<file path="config.mk">
export PLATFORM = sky130hd
export DESIGN_NAME = mux_switch_sequencer
export DESIGN_NICKNAME = d
export VERILOG_FILES = /design/src/rtl/mux_switch_sequencer.sv
export SDC_FILE = /design/constraint.sdc
export NUM_CORES = 1
export LEC_CHECK = 0
export ABC_AREA = 1
export BUFFER_PORTS_ARGS = -buffer_cell sky130_fd_sc_hd__buf_2
export CORE_ASPECT_RATIO = 1.5
export CORE_MARGIN = 2
export CORE_UTILIZATION = 57
export CTS_BUF_LIST = sky130_fd_sc_hd__clkbuf_2
export DETAILED_ROUTE_END_ITERATION = 10
export PLACE_DENSITY = 0.82
export REMOVE_ABC_BUFFERS = 1
export SLEW_MARGIN = 20
export SYNTH_ARGS = -nofsm -noshare
export SYNTH_HDL_FRONTEND = slang
export SYNTH_SLANG_ARGS = --single-unit
</file>
<file path="constraint.sdc">
create_clock -name wb_clk_i -period 2.2 [get_ports wb_clk_i]
set_clock_uncertainty 0.15 [all_clocks]
set_input_delay 0.55 -clock wb_clk_i [delete_from_list [all_inputs] [get_ports wb_clk_i]]
set_output_delay 0.55 -clock wb_clk_i [all_outputs]
set_load 0.005 [all_outputs]
</file>
<file path="src/rtl/mux_switch_sequencer.sv">
// mux_switch_sequencer: drives the design mux control lines so that a design
// switch happens with both designs held in reset while the new select is
// clocked through the mux's conf-clock synchroniser.
module mux_switch_sequencer #(
   parameter int unsigned RST_PRE     = 4,
   parameter int unsigned CONF_PULSES = 3,
   parameter int unsigned RST_POST    = 8,
   parameter logic [3:0]  RESET_SEL   = 4'd15,
   parameter logic [15:0] LEGAL_MASK  = 16'h780F
) (
   input  logic       wb_clk_i,
   input  logic       rst_n,
   input  logic       i_req_valid,
   output logic       o_req_ready,
   input  logic [3:0] i_req_sel,
   input  logic       i_sys_reset_enb,
   input  logic       i_auto_reset_enb,
   input  logic [7:0] i_design_reset,
   output logic [3:0] o_mux_sel,
   output logic       o_mux_conf_clk,
   output logic       o_mux_sys_reset_enb,
   output logic       o_mux_auto_reset_enb,
   output logic [7:0] o_design_reset,
   output logic [3:0] o_cur_sel,
   output logic       o_busy,
   output logic       o_done,
   output logic       o_err
);

   localparam logic [7:0] PRE_LEN  = 8'(RST_PRE - 1);
   localparam logic [7:0] CONF_LEN = 8'(2 * CONF_PULSES - 1);
   localparam logic [7:0] POST_LEN = 8'(RST_POST - 1);
   // The reset cycle itself precedes the INIT burst, so the counter starts
   // one higher to give exactly 2*CONF_PULSES burst cycles after release.
   localparam logic [7:0] INIT_LEN = 8'(2 * CONF_PULSES);

   typedef enum logic [2:0] {
      S_INIT,
      S_IDLE,
      S_PRE_RST,
      S_CONF,
      S_POST_RST,
      S_DONE
   } state_t;

   state_t     state, state_nxt;
   logic [7:0] cnt, cnt_nxt;
   logic [7:0] seq_rst, seq_rst_nxt;
   logic [3:0] new_sel, new_sel_nxt;
   logic [3:0] sel_nxt;
   logic       conf_nxt;
   logic       done_nxt;
   logic       err_nxt;

   // Ids 8-15 have no per-design reset line.
   function automatic logic [7:0] rst_bit(input logic [3:0] id);
      logic [7:0] b;
      b = 8'h00;
      if (!id[3]) b[id[2:0]] = 1'b1;
      return b;
   endfunction

   // Next-state and next-output decode.
   always_comb begin
      state_nxt   = state;
      cnt_nxt     = cnt;
      seq_rst_nxt = seq_rst;
      new_sel_nxt = new_sel;
      sel_nxt     = o_mux_sel;
      conf_nxt    = 1'b0;
      done_nxt    = 1'b0;
      err_nxt     = 1'b0;
      case (state)
         S_INIT: begin
            if (cnt == 8'd0) begin
               state_nxt = S_IDLE;
            end else begin
               cnt_nxt  = cnt - 8'd1;
               conf_nxt = cnt_nxt[0];
            end
         end
         S_IDLE: begin
            if (i_req_valid && o_req_ready) begin
               if (LEGAL_MASK[i_req_sel]) begin
                  state_nxt   = S_PRE_RST;
                  cnt_nxt     = PRE_LEN;
                  new_sel_nxt = i_req_sel;
                  seq_rst_nxt = rst_bit(o_cur_sel) | rst_bit(i_req_sel);
               end else begin
                  err_nxt = 1'b1;
               end
            end
         end
         S_PRE_RST: begin
            if (cnt == 8'd0) begin
               // Select changes on CONF entry with conf_clk low, so the first
               // rising edge comes one cycle after the select is stable.
               state_nxt = S_CONF;
               cnt_nxt   = CONF_LEN;
               sel_nxt   = new_sel;
            end else begin
               cnt_nxt = cnt - 8'd1;
            end
         end
         S_CONF: begin
            if (cnt == 8'd0) begin
               state_nxt = S_POST_RST;
               cnt_nxt   = POST_LEN;
            end else begin
               cnt_nxt  = cnt - 8'd1;
               conf_nxt = ~cnt_nxt[0];
            end
         end
         S_POST_RST: begin
            if (cnt == 8'd0) begin
               state_nxt   = S_DONE;
               seq_rst_nxt = 8'h00;
               done_nxt    = 1'b1;
            end else begin
               cnt_nxt = cnt - 8'd1;
            end
         end
         S_DONE: begin
            state_nxt = S_IDLE;
         end
         default: begin
            state_nxt = S_INIT;
         end
      endcase
   end

   // State, counter and all registered outputs.
   always_ff @(posedge wb_clk_i or negedge rst_n) begin
      if (!rst_n) begin
         state                <= S_INIT;
         cnt                  <= INIT_LEN;
         seq_rst              <= 8'h00;
         new_sel              <= RESET_SEL;
         o_mux_sel            <= RESET_SEL;
         o_cur_sel            <= RESET_SEL;
         o_mux_conf_clk       <= 1'b0;
         o_mux_sys_reset_enb  <= 1'b1;
         o_mux_auto_reset_enb <= 1'b1;
         o_design_reset       <= 8'h00;
         o_req_ready          <= 1'b0;
         o_busy               <= 1'b1;
         o_done               <= 1'b0;
         o_err                <= 1'b0;
      end else begin
         state                <= state_nxt;
         cnt                  <= cnt_nxt;
         seq_rst              <= seq_rst_nxt;
         new_sel              <= new_sel_nxt;
         o_mux_sel            <= sel_nxt;
         o_cur_sel            <= sel_nxt;
         o_mux_conf_clk       <= conf_nxt;
         o_mux_sys_reset_enb  <= i_sys_reset_enb;
         o_mux_auto_reset_enb <= i_auto_reset_enb;
         o_design_reset       <= seq_rst_nxt | i_design_reset;
         o_req_ready          <= (state_nxt == S_IDLE);
         o_busy               <= (state_nxt != S_IDLE);
         o_done               <= done_nxt;
         o_err                <= err_nxt;
      end
   end

endmodule
</file>
==> results by group <==
Outcome
  – Status: finished clean

Layout
  – Layout fillers: ~310
  – Share of layout cells above drive strength 1: between 30% and 40%
  – Final nets: about 320
  – # diodes: 0
  – Layout area overhead: 12.9%
  – Multi-input combinational cell area: slightly above 900 sq um
  – Final instance area: ~2400 sq um
  – FF+latch area: between 1000 and 1500 sq um

Synth
  – Register area share after synthesis: approximately 50%
  – Post-Syn Instances: 260
  – Simple-gate portion of the synthesized area: between 30% and 40%
  – Adder-cell share of the synthesized area: less than 1%
  – Main combinational cell family by area after synthesis: simple AND/OR/NAND/NOR gates
  – Syn Area/Cell: 8.33 sq um
  – Synth Area in Compound Gates: just over 6%
  – Mapped Area: ~2200 sq um
  – Multiplexer share of the synthesized area: 0%
  – Synth warn: 0
  – Register bit total from synthesis: 42
  – Synth Area in XOR/XNOR: less than 1%
  – Synth cell types: 27

Timing
  – Actual slew at the worst max-slew pin: around 0.53 ns
  – Tmin final: 1.94 ns
  – Setup TNS: 0 ns
  – RSZ-0062 raised after global routing: false
  – Headroom to the max-slew limit: between 60 and 70%
  – Peak Freq: 0.516 GHz
  – Final setup vio count: 0
  – Final hold vios: 0
  – WHS: between 0.04 and 0.05 ns
  – Tcrit/Tclk final: 88.0%
  – Slew Limit Fails: 0

Global routing
  – First-pass GRT wire length: approximately 7500 um
  – Antenna violations before repair: 0
  – Largest net degree at the start of global routing: 24
  – Congestion Overflow GR: 0
  – Total GRT Usage: between 20% and 30%
  – Vias in the first global route: around 1.8k

Clocking
  – Clock latency on the worst-skew pair: about 0.42 ns
  – Clk root buf: clkbuf_2
  – Reg clk slew, reported paths: 0.21 ns
  – Max clock buf depth: 2
  – Sinks on Clock Net: between 40 and 50
  – H-tree lvl count: 2
  – CTS tree: yes
  – Num CTS Buffers: 5

Worst setup path
  – Worst Path Required: approximately 2.4 ns
  – Worst Setup End Kind: flip-flop
  – WS Path Type: flip-flop to flip-flop
  – Worst Setup Start Kind: flip-flop
  – RR Endpoint: o_design_reset[1]
  – Critical Path Fanout Max: 11
  – Worst reg2reg path startpoint: cnt[1]
  – CP arrival: around 2.2 ns
  – R2R setup slack: 0.26 ns
  – R2R cell count: 11

Drt
  – Drt first-iter violations: 31
  – Antenna viol nets, final: 0
  – WL per Instance: 12.4 um
  – Pre-antenna DRT Iters: 4
  – Via count: between 1.5k and 2k
  – Final WL: roughly 4300 um
  – Vias per inst: roughly 5.2
  – Drt drc: 0

Die
  – Die area: 4320 sq um
  – Die width: between 50 and 60 um
  – Starting density of the core: between 50% and 60%
  – Rows: 27
  – CORE AREA: 3650 sq um
  – Io pins: 40
  – Die Span Y: 79.5 um

Power and ir drop
  – Peak supply drop: slightly above 0.0004 V
  – Leakage: roughly 1.4 nW
  – Pwr/cell area: 489 nW/um^2

Placed design
  – Detailed-placement wirelength estimate: approximately 3300 um
  – Final Wtd Congestion: just over 0.9
  – Area after DPL: between 2000 and 2500 sq um
  – Port Buffers: 39

Hold path
  – Worst hold endpoint: o_mux_auto_reset_enb
  – Hold/Removal Path Class: input pin to flip-flop
  – Hold Path Origin: i_auto_reset_enb
  – Hold depth: 1

Job
  – Max-cap violation count: 0
[power by group]
part           leakage [nW]  switching [W]  internal [W]
Sequential            0.486     0.00000194      0.000785
Combinational         0.837      0.0000390     0.0000287
Clock                0.0330       0.000258     0.0000837
[worst max-delay path by stage]
| stage | from | to | slack [ns] | depth (start not counted) |
|---|---|---|---|---|
| 2_1_floorplan | cnt[1] | o_design_reset[7] | 0.37 | 11 |
| 3_3_place_gp | cnt[1] | o_design_reset[1] | 0.25 | 11 |
| 3_5_place_dp | cnt[0] | o_design_reset[1] | 0.17 | 11 |
| 4_1_cts | cnt[0] | o_design_reset[1] | 0.16 | 11 |
| 5_1_grt | cnt[1] | o_design_reset[4] | 0.09 | 11 |
| 6_report | cnt[1] | o_design_reset[1] | 0.26 | 11 |
[flip-flops by register name, indices dropped and copies added (netlist names)]
| signal | cells |
|---|---|
| o_done | 1 |
| o_cur_sel | 4 |
| o_mux_sys_reset_enb | 1 |
| new_sel | 4 |
| o_design_reset | 8 |
| o_req_ready | 1 |
| o_mux_conf_clk | 1 |
| state | 3 |
| cnt | 8 |
| o_busy | 1 |
| o_err | 1 |
| o_mux_auto_reset_enb | 1 |
| seq_rst | 8 |
[area by class of cell]
| type | instances | share of cell area, % |
|---|---|---|
| flip-flops and latches | 42 | 43.7 |
| multi-input cells | 174 | 37.2 |
| clock buffers | 6 | 1.23 |
| inverters | 38 | 5.83 |
| clock inverters | 2 | 0.563 |
| well taps | 43 | 2.20 |
| repair buffers | 43 | 9.31 |
[synth_stat cells (all sizes together)]
cell type  number  area, sq um
nand2          86          375
o32ai           1         8.76
a21oi           6         30.0
dfrtp          29          726
buf             6         52.6
nand4           7         43.8
nor3            3         15.0
nor2           27          158
nand3b          9         67.6
a22o            2         17.5
ha              1         12.5
nand3          17         90.1
xor2            1         8.76
o21ai          11         55.1
dfstp          13          342
a211oi          1         7.51
o22ai           2         12.5
inv            38          143
[through the flow]
step / util, % / worst slack [ns] / power [W] / instances
floorplan: - / 0.372 / 0.000820 / 254
global placement: 65.3 / 0.251 / 0.000865 / 339
detailed placement: 65.3 / 0.168 / 0.000867 / 339
CTS: 66.8 / 0.156 / 0.00120 / 348
global route: 67.0 / 0.0879 / 0.00125 / 348
finish: 67.0 / 0.263 / 0.00120 / 348
[cells in the final DEF (no fill, tap or decap), types with 2 or more instances in the layout]
cell and instances:
clkbuf_2 6, buf_4 3, a22o_1 2, nor3_1 3
buf_2 39, o22ai_1 2, dfstp_2 13, nand2_1 71
inv_1 30, nor2_4 5, o21ai_0 8, nand3b_1 9
nor2_2 2, dfrtp_1 29, nor2_1 19, nand3_1 16
o21ai_1 3, a21oi_1 6, nand2_4 4, inv_2 8
nand4_1 7, nand2_2 11
[critical path: stages (launching register included)]
cell      delay [ns]
dfstp_2         0.57
inv_1           0.06
ha_1            0.21
nand2_1         0.12
nor2_2          0.07
nand2_4         0.12
inv_2           0.07
nand2_1         0.09
inv_2           0.07
nor2_8          0.19
nand2_2         0.08
nand3b_1        0.09
[layer usage]
metal | global-route usage, % | wire length (um) | share of wire [%]
met1 | 27.3 | 1630 | 38
met2 | 40.1 | 2320 | 54
met3 | 5.62 | 201 | 4.6
met4 | 12.5 | 172 | 4.0
met5 | 0 | 0 | 0
[cell families after synthesis]
| kind of cell | count (synthesis) |
|---|---|
| xor gates and xnor gates | 1 |
| adders and majority gates | 1 |
| and+or+nand+nor | 149 |
| buffers and inverters | 44 |
| DFF | 42 |
| AOI/OAI and AO/OA | 23 |
[what timing repair did]
action,CTS,global route
hold endpoints to repair,17,0
hold buffers,1,0
setup buffers,0,0
gates resized for setup,0,4
setup endpoints to repair,0,19
Power figures use the tool's default switching activity.
